`src/rtl/adder_pkg.sv`:
```
// Shared definitions for the wide-adder benchmark front end.
// Holds the default widths, the words-per-operand helper and the loader states.
package adder_pkg;

    localparam int ADDER_WIDTH_DEF = 109;
    localparam int WORD_WIDTH_DEF  = 16;

    // Ceiling division: number of words needed to cover an operand.
    function automatic int nwords(input int width, input int word);
        return (width + word - 1) / word;
    endfunction

    // Counter width for n words; at least one bit, even when n is 1.
    function automatic int idx_bits(input int n);
        return (n > 1) ? $clog2(n) : 1;
    endfunction

    typedef enum logic [1:0] {
        LOAD_A  = 2'd0,
        LOAD_B  = 2'd1,
        PRESENT = 2'd2
    } loader_state_e;

endpackage

```
`src/rtl/adder_operand_loader_if.sv`:
```
// Word-stream input and operand-pair output bundle of the operand loader.
// The slave side is the loader; the master side is whoever feeds and drains it.
interface adder_operand_loader_if
    import adder_pkg::*;
#(
    parameter int ADDER_WIDTH = ADDER_WIDTH_DEF,
    parameter int WORD_WIDTH  = WORD_WIDTH_DEF
);
    logic                   flush;
    logic [WORD_WIDTH-1:0]  in_word;
    logic                   in_valid;
    logic                   in_ready;
    logic [ADDER_WIDTH-1:0] a;
    logic [ADDER_WIDTH-1:0] b;
    logic                   out_valid;
    logic                   out_ready;
    logic                   trunc_err;

    modport slave (
        input  flush, in_word, in_valid, out_ready,
        output in_ready, a, b, out_valid, trunc_err
    );

    modport master (
        output flush, in_word, in_valid, out_ready,
        input  in_ready, a, b, out_valid, trunc_err
    );
endinterface

```
`src/rtl/adder_operand_loader_packer.sv`:
```
// One operand register built from word-wide slices; the top slice is clipped to
// the operand width, and drop_nz flags input bits that clipping would discard.
module operand_word_packer
    import adder_pkg::*;
#(
    parameter int WIDTH  = ADDER_WIDTH_DEF,
    parameter int WORD_W = WORD_WIDTH_DEF,
    localparam int NW    = nwords(WIDTH, WORD_W),
    localparam int IDX_W = idx_bits(NW)
) (
    input  logic              clk,
    input  logic              rst_n,
    input  logic [WORD_W-1:0] word,
    input  logic              we,
    input  logic [IDX_W-1:0]  idx,
    output logic [WIDTH-1:0]  value,
    output logic              drop_nz
);
    localparam int TAIL = WIDTH - (NW - 1) * WORD_W;

    for (genvar k = 0; k < NW; k++) begin : g_slice
        localparam int LO = k * WORD_W;
        localparam int SW = (WIDTH - LO < WORD_W) ? (WIDTH - LO) : WORD_W;

        logic [SW-1:0] slice_q;

        always_ff @(posedge clk or negedge rst_n) begin
            if (!rst_n)
                slice_q <= '0;
            else if (we && idx == IDX_W'(k))
                slice_q <= word[SW-1:0];
        end

        assign value[LO +: SW] = slice_q;
    end

    // Only a partially used final slice can lose bits.
    if (TAIL == WORD_W) begin : g_exact
        assign drop_nz = 1'b0;
    end else begin : g_clip
        assign drop_nz = |word[WORD_W-1:TAIL];
    end

endmodule

```
`src/rtl/adder_operand_loader.sv`:
```
// Assembles operands A then B from a LSW-first word stream and hands the pair
// to the adder with valid/ready; no skid, so input stalls while presenting.
module adder_operand_loader
    import adder_pkg::*;
#(
    parameter int ADDER_WIDTH = ADDER_WIDTH_DEF,
    parameter int WORD_WIDTH  = WORD_WIDTH_DEF
) (
    input  logic                  clk,
    input  logic                  rst_n,
    adder_operand_loader_if.slave bus
);
    localparam int NWORDS = nwords(ADDER_WIDTH, WORD_WIDTH);
    localparam int IDX_W  = idx_bits(NWORDS);

    loader_state_e    state_q, state_d;
    logic [IDX_W-1:0] cnt_q, cnt_d;
    logic             trunc_q, trunc_d;
    logic             accept, last, we_a, we_b;
    logic             drop_a, drop_b, drop_hit;
    logic [ADDER_WIDTH-1:0] a_val, b_val;

    assign bus.in_ready  = (state_q != PRESENT);
    assign bus.out_valid = (state_q == PRESENT);
    assign bus.a         = a_val;
    assign bus.b         = b_val;
    assign bus.trunc_err = trunc_q;

    assign accept   = bus.in_valid & bus.in_ready;
    assign last     = (cnt_q == IDX_W'(NWORDS - 1));
    // A word arriving alongside flush must not land in either operand.
    assign we_a     = accept & ~bus.flush & (state_q == LOAD_A);
    assign we_b     = accept & ~bus.flush & (state_q == LOAD_B);
    assign drop_hit = (state_q == LOAD_A) ? drop_a : drop_b;

    operand_word_packer #(.WIDTH(ADDER_WIDTH), .WORD_W(WORD_WIDTH)) u_pack_a (
        .clk     (clk),
        .rst_n   (rst_n),
        .word    (bus.in_word),
        .we      (we_a),
        .idx     (cnt_q),
        .value   (a_val),
        .drop_nz (drop_a)
    );

    operand_word_packer #(.WIDTH(ADDER_WIDTH), .WORD_W(WORD_WIDTH)) u_pack_b (
        .clk     (clk),
        .rst_n   (rst_n),
        .word    (bus.in_word),
        .we      (we_b),
        .idx     (cnt_q),
        .value   (b_val),
        .drop_nz (drop_b)
    );

    always_ff @(posedge clk or negedge rst_n) begin
        if (!rst_n) begin
            state_q <= LOAD_A;
            cnt_q   <= '0;
            trunc_q <= 1'b0;
        end else begin
            state_q <= state_d;
            cnt_q   <= cnt_d;
            trunc_q <= trunc_d;
        end
    end

    always_comb begin
        state_d = state_q;
        cnt_d   = cnt_q;
        trunc_d = trunc_q;
        if (bus.flush) begin
            state_d = LOAD_A;
            cnt_d   = '0;
            trunc_d = 1'b0;
        end else begin
            if (accept) begin
                cnt_d = last ? '0 : cnt_q + IDX_W'(1);
                if (last && drop_hit)
                    trunc_d = 1'b1;
            end
            case (state_q)
                LOAD_A:  if (accept && last) state_d = LOAD_B;
                LOAD_B:  if (accept && last) state_d = PRESENT;
                PRESENT: if (bus.out_ready)  state_d = LOAD_A;
                default: state_d = LOAD_A;
            endcase
        end
    end

endmodule
```
`src/flat_wrapper.sv`:
```
// flat-port wrapper written by rule: the top's interface ports become plain ports
module adder_operand_loader_flat import adder_pkg::*;
#(
    parameter int ADDER_WIDTH = ADDER_WIDTH_DEF,
    parameter int WORD_WIDTH  = WORD_WIDTH_DEF
)
  (clk, rst_n, bus_flush, bus_in_word, bus_in_valid, bus_out_ready, bus_in_ready, bus_a, bus_b, bus_out_valid, bus_trunc_err);
  adder_operand_loader_if #(.ADDER_WIDTH(ADDER_WIDTH), .WORD_WIDTH(WORD_WIDTH)) bus_i ();
  input  logic clk;
  input  logic rst_n;
  input wire logic [$bits(bus_i.flush)-1:0] bus_flush;
  input wire logic [$bits(bus_i.in_word)-1:0] bus_in_word;
  input wire logic [$bits(bus_i.in_valid)-1:0] bus_in_valid;
  input wire logic [$bits(bus_i.out_ready)-1:0] bus_out_ready;
  output wire logic [$bits(bus_i.in_ready)-1:0] bus_in_ready;
  output wire logic [$bits(bus_i.a)-1:0] bus_a;
  output wire logic [$bits(bus_i.b)-1:0] bus_b;
  output wire logic [$bits(bus_i.out_valid)-1:0] bus_out_valid;
  output wire logic [$bits(bus_i.trunc_err)-1:0] bus_trunc_err;
  assign bus_i.flush = bus_flush;
  assign bus_i.in_word = bus_in_word;
  assign bus_i.in_valid = bus_in_valid;
  assign bus_i.out_ready = bus_out_ready;
  assign bus_in_ready = bus_i.in_ready;
  assign bus_a = bus_i.a;
  assign bus_b = bus_i.b;
  assign bus_out_valid = bus_i.out_valid;
  assign bus_trunc_err = bus_i.trunc_err;
  adder_operand_loader #(.ADDER_WIDTH(ADDER_WIDTH), .WORD_WIDTH(WORD_WIDTH)) u_core (.clk(clk), .rst_n(rst_n), .bus(bus_i));
endmodule
```
`config.mk`:
```
export PLATFORM = sky130hd
export DESIGN_NAME = adder_operand_loader_flat
export DESIGN_NICKNAME = d
export VERILOG_FILES = /design/src/rtl/adder_pkg.sv /design/src/rtl/adder_operand_loader_if.sv /design/src/rtl/adder_operand_loader_packer.sv /design/src/rtl/adder_operand_loader.sv /design/src/flat_wrapper.sv
export SDC_FILE = /design/constraint.sdc
export NUM_CORES = 1
export LEC_CHECK = 0
export CORE_MARGIN = 5
export CORE_UTILIZATION = 32
export CTS_CLUSTER_DIAMETER = 80
export CTS_CLUSTER_SIZE = 25
export DETAILED_ROUTE_END_ITERATION = 8
export PLACE_DENSITY = 0.6
export SKIP_CTS_REPAIR_TIMING = 1
export SLEW_MARGIN = 15
export SYNTH_ARGS = -nofsm -noshare
export SYNTH_HDL_FRONTEND = slang
export SYNTH_SLANG_ARGS = --single-unit
```
`constraint.sdc`:
```
create_clock -name clk -period 2.5 [get_ports clk]
set_input_delay 0.5 -clock clk [delete_from_list [all_inputs] [get_ports clk]]
set_output_delay 0.5 -clock clk [all_outputs]
set_load 0.05 [all_outputs]
```
# After elaboration in Yosys (flattened, before gate mapping)
# Index checks and enable logic that the tools add are counted.
[classes] n_addsub=1 multipliers=0 div=0 order_cmp=0 n_eq_ne=12 shift=0 mux=11 bitwise_logic=5 n_reduce_logical=23
[op_table] operator="$logic_and A1 B1 Y1" n=16
[op_table] operator="$eq A3 B3 Y1 const B" n=3
[op_table] operator="$mux W3" n=3
[op_table] operator="$ne A3 B3 Y1 const B" n=3
[op_table] operator="$mux W2" n=4
[op_table] operator="$eq A3 B2 Y1 const B" n=2
[op_table] operator="$pmux W2 S3" n=1
[op_table] operator="$and A1 B1 Y1" n=4
[op_table] operator="$reduce_bool A2 Y1" n=2
[op_table] operator="$add A3 B1 Y3 const B" n=1
[op_table] operator="$eq A3 B1 Y1 const B" n=1
[op_table] operator="$logic_not A3 Y1" n=1
[op_table] operator="$mux W1" n=3
[op_table] operator="$reduce_and A3 Y1" n=1
[op_table] operator="$reduce_or A3 Y1" n=1
[op_table] operator="$eq A2 B1 Y1 const B" n=1
[op_table] operator="$eq A2 B2 Y1 const B" n=1
[op_table] operator="$logic_not A2 Y1" n=1
[op_table] operator="$ne A2 B2 Y1 const B" n=1
[op_table] operator="$reduce_and A2 Y1" n=1
[op_table] operator="$not A1 Y1" n=1
[totals] ff_bits=224 latchBits=0 ram_bits=0 rom_bits=0 out_inout_bits=221 wordCells=69 memories=0

# Longest topological paths before layout
# Gate-level depths: netlist of run 1.
[depth] ltp_word=6 depth_mapped=8

# By module
# Synthesis of run 1 repeated with hierarchy kept, for this count alone.
[hier_totals] hier_cells=511 hier_area_um2=8902.3
[by_module_without_submodules] mod="operand_word_packer" instances=2 cells_per_inst=237 area_each_um2=4279.1 seq_area_each_um2=2727.6
[by_module_without_submodules] mod="adder_operand_loader" instances=1 cells_per_inst=37 area_each_um2=344.1 seq_area_each_um2=150.1

# Least setup slack after synthesis of run 1
# No wires, ideal clock.
[synth_path] path_kind="reg-to-reg" from="register u_core.state_q[1]" to="register u_core.cnt_q[1]" setup_ps=130 arrival_ps=1944 setup_slack_ps=425 stages_incl_launch_ff=6 synth_period_minus_slack_ps=2075 cell_sequence="dfrtp_1 > nand2b_1 > clkbuf_1 > inv_1 > o31ai_1 > a21oi_1"
[synth_between] elab_chain_cells=3
[synth_rtl] element="start, declared" line="adder_operand_loader.sv:16" text="loader_state_e state_q, state_d;"
[synth_rtl] element="start signal, assigned" line="adder_operand_loader.sv:62" text="state_q <= state_d;"
[synth_rtl] element="$ne A2 B2 Y1" line="adder_operand_loader.sv:23" text="assign bus.in_ready = (state_q != PRESENT);"
[synth_rtl] element="via bus_in_ready" line="flat_wrapper.sv:15" text="output wire logic [$bits(bus_i.in_ready)-1:0] bus_in_ready;"
[synth_rtl] element="$and A1 B1 Y1" line="adder_operand_loader.sv:29" text="assign accept = bus.in_valid & bus.in_ready;"
[synth_rtl] element="$reduce_bool A2 Y1 (no line)"
[synth_rtl] element="end signal, assigned" line="adder_operand_loader.sv:63" text="cnt_q <= cnt_d;"
[synth_rtl] element="end, declared" line="adder_operand_loader.sv:17" text="logic [IDX_W-1:0] cnt_q, cnt_d;"
# The timed path passes the listed nets, and every way through them passes these cells.
# A chain may end at the register's enable or synchronous reset.

# Final worst setup path of run 1
[layout_path] from="register u_core.u_pack_a.g_slice[1].slice_q[11]" to="output bus_a[27]"
[layout_lines] element="start, declared" line="adder_operand_loader_packer.sv:25" text="logic [SW-1:0] slice_q;"
[layout_lines] element="start signal, assigned" line="adder_operand_loader_packer.sv:31" text="slice_q <= word[SW-1:0];"
[layout_lines] element="end, declared" line="flat_wrapper.sv:16" text="output wire logic [$bits(bus_i.a)-1:0] bus_a;"
# No word-level cell between the ends.

==> results_dict.tcl, run 1 <==
set metrics [dict create \
    outcome "finished, final reports clean" \
    yosys_warnings 0 \
    pwr_density_cell_mw_per_mm2 730 \
    max_stage_delay_ns 0.82 \
    clock-root-buffer "clkbuf_16" \
    p_int_mw 5.86 \
    synth_top_area_share_pct 65.4 \
    die_w_um 174 \
    final_cell_mix "clkdlybuf4s50_1 (238), dfrtp_1 (224), mux2_2 (218), buf_4 (18), clkbuf_16 (13)" \
    timing.final.crit_share_pct 88.0 \
    drive_above_1_share_pct 35.5 \
    synth.top_cells.by_area "dfrtp_1 (65%), mux2_2 (29%), buf_2 (0.99%)" \
    clkPwrFrac_pct 26.8 \
    endpoint_kind "output pin" \
    grt-ovfl-total 0 \
    fp-row-count 60 \
    p_switching_mw 2.88 \
    cp-start-kind "flop" \
    cp_top_family "buffers and inverters" \
    grt_pass1_wl_mm 38.7 \
    p_seq_share_pct 47.2 \
    antenna_cells 0 \
    arrival_ns 1.70 \
    place_congestion 0.843 \
    die-area_mm2 0.0302 \
    synth_top_cell_by_area "dfrtp_1" \
    crit_path_top_delay_cell "clkdlybuf4s50_1" \
    synth.avg_cell_area_um2 16.3 \
    r2r_cells 6 \
    synth_edf_count 0 \
    rsz0062_at_grt "no" \
    path_cells "clkdlybuf4s50_1" \
    crit_path_start "u_core.u_pack_a.g_slice[1].slice_q[11]" \
    grt_pass1_vias 6045 \
    maxSlewHeadroom_pct 51.1 \
    drt-initial-drc-count 276 \
    synth_seq_cells 224 \
    num_vias 5361 \
    path_buf_inv 1 \
    io_buffers 241 \
    cts_inserted_buffers 13 \
    die_y_um 174 \
    track_usage_pct 16.4 \
    combPwrFrac_pct 26.1 \
    max_freq_mhz 454 \
    crit_type "reg -> out" \
    p_leak_nw 5.58 \
    crit_cells 1 \
    htree_levels 1 \
    dp_hpwl_mm 17.8 \
    start_util_pct 32.2 \
    cts_tree "yes" \
    critPathMaxFanout 2 \
    ys_types 33 \
    final_common_cell "clkdlybuf4s50_1" \
    clock_sinks 224 \
    drt-pass1-iter-count 4 \
    maxCapViolCount 0 \
    netlist_area_mm2 0.00858 \
    ir_worst_vdd_mv 0.449 \
    clk_latency_ns 0.47 \
    wl_mm 24.6 \
    hold_viol 0 \
    hp-class "in -> async" \
    ant_nets 0 \
    clk_pin_slew_ns 0.10 \
    crit_required_ns 2.00 \
    coreArea_mm2 0.0267 \
    synthToLayoutAreaGrowth_pct 39.4 \
    num_io_pins 242 \
    drc 0 \
    clockBufferDepth 3 \
    antenna_found_initial 0 \
    synthCells 527 \
    worst_pin_slew_ns 0.731 \
    place_ws_ns 0.0383 \
    grt_max_degree 80 \
    synth_fp_nets 549 \
    wire_per_inst_um 22.1 \
    r2r-end "u_core.u_pack_a.g_slice[3].slice_q[2]" \
    timing.setup.tns_ns 0 \
    fin_skew_ns 0.0138 \
    async_flop_share_pct 100 \
    reg2reg_slack_ns 0.40 \
    min_period_ns 2.20 \
    seq_area_frac_synth_pct 65.4 \
    final_nets 791 \
    synth-main-ff-cell "dfrtp_1" \
    avgViaCountPerCell 4.81 \
    slew_violations 0 \
    p_sw_share_pct 32.9 \
    rr_startpoint "u_core.cnt_q[1]" \
    fin_ws_ns 0.299 \
    endpoint "bus_a[27]" \
    setup_viol 0 \
]
routing by layer:
| metal | wire, um | part of all wire (%) | vias to the layer above | track usage, % |
|---|---|---|---|---|
| li1 | - | - | 2336 | - |
| met1 | 10100 | 41 | 2830 | 20.5 |
| met2 | 12300 | 50 | 165 | 28.2 |
| met3 | 1690 | 6.9 | 30 | 4.60 |
| met4 | 537 | 2.2 | 0 | 3.86 |
| met5 | 0 | 0 | - | 0 |
how the worst min path moves through the flow:
stage / from / end / depth (start not counted)
2_1_floorplan: rst_n / u_core.bus.trunc_err / 0
3_3_place_gp: u_core.u_pack_b.g_slice[0].slice_q[11] / u_core.u_pack_b.g_slice[0].slice_q[11] / 1
3_5_place_dp: u_core.u_pack_a.g_slice[6].slice_q[10] / u_core.u_pack_a.g_slice[6].slice_q[10] / 1
4_1_cts: rst_n / u_core.u_pack_b.g_slice[6].slice_q[3] / 1
5_1_grt: rst_n / u_core.u_pack_b.g_slice[1].slice_q[1] / 1
6_report: rst_n / u_core.u_pack_b.g_slice[6].slice_q[3] / 1
final cells by class:
| cell class | count | area [um2] |
|---|---|---|
| Fill cell | 2357 | 14700 |
| Sequential cell | 224 | 5610 |
| Multi-Input combinational cell | 259 | 2760 |
| Timing Repair Buffer | 267 | 2730 |
| Tap cell | 341 | 427 |
| Clock buffer | 17 | 370 |
| Clock inverter | 3 | 47.5 |
| Inverter | 4 | 15.0 |
per-stage QoR:
step / area [um2] / hold slack (ns) / power [mW] / util (%) / cells
finish: 12000 / 0.00420 / 8.73 / 44.9 / 1115
global route: 12000 / 0.0481 / 9.10 / 44.9 / 1115
CTS: 12000 / 0.0339 / 8.86 / 44.9 / 1115
detailed placement: 11500 / 0.492 / 6.49 / 43.3 / 1095
global placement: 11500 / 0.489 / 6.45 / 43.3 / 1095
floorplan: 8580 / 0.204 / 5.54 / - / 527
power by group through the flow:
stage	Clock (mW)	Combinational (mW)	Sequential, mW
final	2.34	2.28	4.12
after global routing	2.57	2.38	4.16
after CTS	2.43	2.31	4.12
after detailed placement	0	2.30	4.19
after global placement	0	2.27	4.18
after floorplan	0	0.329	5.21
Yosys cell counts, drive strengths merged, types with 2 or more instances:
| master | n |
|---|---|
| nor2 | 2 |
| dfrtp | 224 |
| nor3 | 2 |
| and4b | 2 |
| nor3b | 2 |
| clkbuf | 18 |
| nand2 | 9 |
| a21oi | 4 |
| mux2 | 218 |
| nand3 | 3 |
| inv | 4 |
| buf | 22 |
| or3 | 2 |
| o31ai | 2 |
state kept, by name, indices dropped and copies added, names as in the netlist:
| register | flops |
|---|---|
| u_core.u_pack_b.g_slice.slice_q | 109 |
| u_core.u_pack_a.g_slice.slice_q | 109 |
| u_core.state_q | 2 |
| u_core.cnt_q | 3 |
| u_core.bus.trunc_err | 1 |
kinds of logic after synthesis:
family                   Yosys count  synth area share (%)
flip-flops                       224                  65.4
multiplexers                     218                  28.6
buffers and inverters             44                  2.54
AND/OR/NAND/NOR                   30                  2.52
AO/OA/AOI/OAI                     10                 0.817
adder cells (fa/ha/maj)            1                 0.146
Note: power is estimated with default switching activity, not from simulation.
==> run 2, diff against run 1 <==
- CORE_MARGIN: 5 -> 2
==> results_dict.tcl, run 2 (synthesis results as in run 1) <==
set metrics [dict create \
    outcome "finished with violations" \
    violations "negative hold slack" \
    arrival_ns 1.74 \
    slew_violations 0 \
    grt_max_degree 71 \
    wl_met2_mm 11.5 \
    crit_path_top_delay_cell "clkdlybuf4s50_1" \
    drt-pass1-iter-count 4 \
    whs_ns -0.0174 \
    grt-ovfl-total 0 \
    io_buffers 241 \
    clock-root-buffer "clkbuf_16" \
    drive_above_1_share_pct 35.4 \
    final_cell_mix "clkdlybuf4s50_1 (238), dfrtp_1 (224), mux2_2 (218), clkbuf_16 (15), buf_4 (14)" \
    path_buf_inv 1 \
    coreArea_mm2 0.0262 \
    cp_top_family "buffers and inverters" \
    fin_area_mm2 0.0120 \
    hp-class "in -> async" \
    die-area_mm2 0.0281 \
    maxSlewHeadroom_pct 52.6 \
    wl_mm 23.6 \
    ant_nets 0 \
    nFillCells 2286 \
    multiInputGateArea_mm2 0.00275 \
    reg_top3 "u_core.u_pack_a.g_slice.slice_q: 109 flops, u_core.u_pack_b.g_slice.slice_q: 109 flops, u_core.cnt_q: 3 flops" \
    clk_pin_slew_ns 0.09 \
    rsz0062_at_grt "no" \
    final_common_cell "clkdlybuf4s50_1" \
    critPathMaxFanout 2 \
    utilization_pct 45.9 \
    place_congestion 0.756 \
    fp-row-count 59 \
    worst_pin_slew_ns 0.708 \
    placed_area_mm2 0.0115 \
    pwr_density_cell_mw_per_mm2 757 \
    cts_inserted_buffers 14 \
    num_vias 5262 \
    min_period_ns 2.24 \
    num_io_pins 242 \
    die_y_um 168 \
    die_w_um 168 \
    start_util_pct 32.7 \
    timing.final.crit_share_pct 89.6 \
    cp-start-kind "flop" \
    track_usage_pct 16.7 \
    highest_layer "met4" \
    drc 0 \
    maxCapViolCount 0 \
    cts_tree "yes" \
    path_cells "clkdlybuf4s50_1" \
    drt-initial-drc-count 250 \
    crit_type "reg -> out" \
    antenna_found_initial 0 \
    endpoint_kind "output pin" \
    final_nets 789 \
    htree_levels 1 \
    max_stage_delay_ns 0.87 \
    wire_per_inst_um 21.2 \
    fin_skew_ns 0.0176 \
    synthToLayoutAreaGrowth_pct 40.2 \
    grt_pass1_wl_mm 36.3 \
    clock_sinks 224 \
    dp_hpwl_mm 16.7 \
    ir_worst_vdd_mv 0.402 \
    hold_viol 27 \
    timing.setup.tns_ns 0 \
    crit_required_ns 2.00 \
    p_leak_nw 5.60 \
    setup_viol 0 \
    grt_pass1_vias 5845 \
    avgViaCountPerCell 4.74 \
    seq_area_mm2 0.00561 \
    wl_met3_mm 1.58 \
    max_freq_mhz 446 \
    clockBufferDepth 3 \
    m1WireLength_mm 9.96 \
    antenna_cells 0 \
    clk_latency_ns 0.49 \
]
run 2: where the power goes:
part	total (mW)	internal, mW	leakage, nW	switching [mW]
Combinational	2.27	0.769	2.33	1.50
Sequential	4.11	3.92	3.03	0.191
Clock	2.71	1.44	0.247	1.27
Total	9.10	6.13	5.60	2.97
run 2: per-stage QoR:
| step | hold WS, ns | setup WS [ns] | instances | total power [mW] |
|---|---|---|---|---|
| 4_1_cts | -0.0152 | -0.136 | 1110 | 9.24 |
| 2_1_floorplan | 0.204 | 0.425 | 527 | 5.54 |
| 3_5_place_dp | 0.492 | 0.0878 | 1086 | 6.48 |
| 5_1_grt | 0.0124 | 0.186 | 1110 | 9.48 |
| 6_report | -0.0174 | 0.259 | 1110 | 9.10 |
| 3_3_place_gp | 0.490 | 0.159 | 1086 | 6.45 |
run 2: worst paths after layout:
| kind | cells past startpoint | end | slack (ns) | startpoint |
|---|---|---|---|---|
| setup / recovery | 1 | bus_trunc_err | 0.26 | u_core.bus.trunc_err |
| hold / removal | 1 | u_core.u_pack_a.g_slice[4].slice_q[4] | -0.02 | rst_n |
| setup reg to reg | 6 | u_core.u_pack_a.g_slice[3].slice_q[6] | 0.52 | u_core.cnt_q[1] |
| hold reg to reg | 1 | u_core.u_pack_a.g_slice[2].slice_q[2] | 0.51 | u_core.u_pack_a.g_slice[2].slice_q[2] |
| max in group asynchronous | 2 | u_core.u_pack_b.g_slice[1].slice_q[14] | 1.77 | rst_n |
| min in group clk | 1 | u_core.u_pack_a.g_slice[2].slice_q[2] | 0.51 | u_core.u_pack_a.g_slice[2].slice_q[2] |
run 2: layout make-up:
class | instances | share of cell area [%]
Clock inverter | 7 | 1.11
Inverter | 4 | 0.125
Clock buffer | 17 | 3.18
Multi-Input combinational cell | 259 | 22.9
Tap cell | 335 | 3.49
Sequential cell | 224 | 46.6
Timing Repair Buffer | 264 | 22.6
run 2: worst reg2reg max path, cell delays in order, from the launching register on:
cell and delay [ns]:
dfrtp_1 0.56, and2_1 0.19, ha_1 0.14, nand3b_1 0.11
or3_1 0.33, buf_4 0.23, mux2_2 0.30
run 2: routing by layer:
metal / GRT usage (%) / vias to the layer above
met2: 28.9 / 158
met1: 21.0 / 2747
met4: 4.23 / 0
met5: 0 / -
met3: 4.37 / 26
li1: - / 2331
==> run 3, diff against run 2 <==
- clock period: 2.5 -> 2.9 ns (I/O delays scaled with it)
==> results_dict.tcl, run 3 (synthesis results as in run 1) <==
set metrics [dict create \
    synthToLayoutAreaGrowth_pct 37.7 \
    drive_above_1_share_pct 34.8 \
    placed_cells 1080 \
    clock-root-buffer "clkbuf_16" \
    worst_pin_slew_ns 0.693 \
    instances_no_fill 1103 \
    cts_tree "yes" \
    grt_pass1_vias 5830 \
    coreArea_mm2 0.0262 \
    drt-pass1-iter-count 4 \
    critPathMaxFanout 7 \
    antenna_cells 0 \
    endpoint_kind "output pin" \
    die_w_um 168 \
    place_congestion 0.793 \
    pwr_density_cell_mw_per_mm2 639 \
    path_cells "nand2b_1, inv_1, clkdlybuf4s50_1" \
    cp_top_family "buffers and inverters" \
    final_common_cell "clkdlybuf4s50_1" \
    maxSlewHeadroom_pct 53.7 \
    dp_hpwl_mm 16.6 \
    grt_pass1_wl_mm 36.4 \
    timing.final.crit_share_pct 97.0 \
    cts_inserted_buffers 14 \
    htree_levels 1 \
    clk_pin_slew_ns 0.09 \
    maxCapViolCount 0 \
    ir_worst_vdd_mv 0.350 \
    crit_required_ns 2.32 \
    final_nets 783 \
    io_buffers 241 \
    p_leak_nw 5.50 \
    placed_area_mm2 0.0114 \
    max_freq_mhz 356 \
    place_ws_ns 0.329 \
    hp-class "in -> async" \
    antenna_found_initial 0 \
    crit_path_top_delay_cell "clkdlybuf4s50_1" \
    drc 0 \
    min_period_ns 2.81 \
    grt_max_degree 68 \
    outcome "finished, final reports clean" \
    wire_per_inst_um 21.3 \
    max_stage_delay_ns 0.85 \
    fin_ws_ns 0.0878 \
    crit_type "reg -> out" \
    avgViaCountPerCell 4.79 \
    rsz0062_at_grt "no" \
    clock_sinks 224 \
    fin_area_mm2 0.0118 \
    final_cell_mix "clkdlybuf4s50_1 (240), dfrtp_1 (224), mux2_2 (218), clkbuf_16 (15), buf_4 (15)" \
    grt-ovfl-total 0 \
    wl_mm 23.5 \
    clockBufferDepth 3 \
    fin_skew_ns 0.0125 \
    start_util_pct 32.7 \
    reg_top3 "u_core.u_pack_a.g_slice.slice_q: 109 flops, u_core.u_pack_b.g_slice.slice_q: 109 flops, u_core.cnt_q: 3 flops" \
    clk_latency_ns 0.49 \
    num_io_pins 242 \
    fp-row-count 59 \
    drt-initial-drc-count 166 \
    utilization_pct 45.1 \
    timing.setup.tns_ns 0 \
    setup_viol 0 \
    arrival_ns 2.23 \
    track_usage_pct 16.8 \
    cp-start-kind "flop" \
    path_buf_inv 2 \
    whs_ns 0.0383 \
    total_power_mw 7.55 \
    hold_viol 0 \
    slew_violations 0 \
    die-area_mm2 0.0281 \
    num_vias 5281 \
    ant_nets 0 \
    die_y_um 168 \
]
-- run 3: final timing paths --
kind,end,slack (ns),cells past startpoint,from
min reg2reg,u_core.u_pack_a.g_slice[3].slice_q[9],0.51,1,u_core.u_pack_a.g_slice[3].slice_q[9]
min in group clk,u_core.u_pack_a.g_slice[3].slice_q[9],0.51,1,u_core.u_pack_a.g_slice[3].slice_q[9]
max in group asynchronous,u_core.u_pack_a.g_slice[2].slice_q[3],2.00,2,rst_n
min,u_core.u_pack_a.g_slice[1].slice_q[4],0.04,1,rst_n
max,bus_out_valid,0.09,3,u_core.state_q[0]
max reg2reg,u_core.u_pack_a.g_slice[3].slice_q[10],0.89,6,u_core.cnt_q[1]
-- run 3: final cells by class --
| class | count | area, um2 |
|---|---|---|
| inverter | 4 | 15.0 |
| clock buffer | 16 | 379 |
| clock inverter | 7 | 70.1 |
| tap | 335 | 419 |
| multi-input combinational | 259 | 2750 |
| sequential | 224 | 5610 |
| fill | 2269 | 14400 |
| timing repair buffer | 258 | 2570 |
-- run 3: routing by layer --
layer | track usage, % | vias to the layer above | part of all wire, %
li1 | - | 2309 | -
met1 | 20.8 | 2771 | 42
met2 | 29.0 | 166 | 49
met3 | 4.02 | 35 | 5.8
met4 | 5.29 | 0 | 2.9
met5 | 0 | - | 0
-- run 3: power breakdown --
part           switching [mW]  internal (mW)
registers               0.151           3.38
clock network            1.09          0.978
logic                    1.29          0.659
total                    2.53           5.02
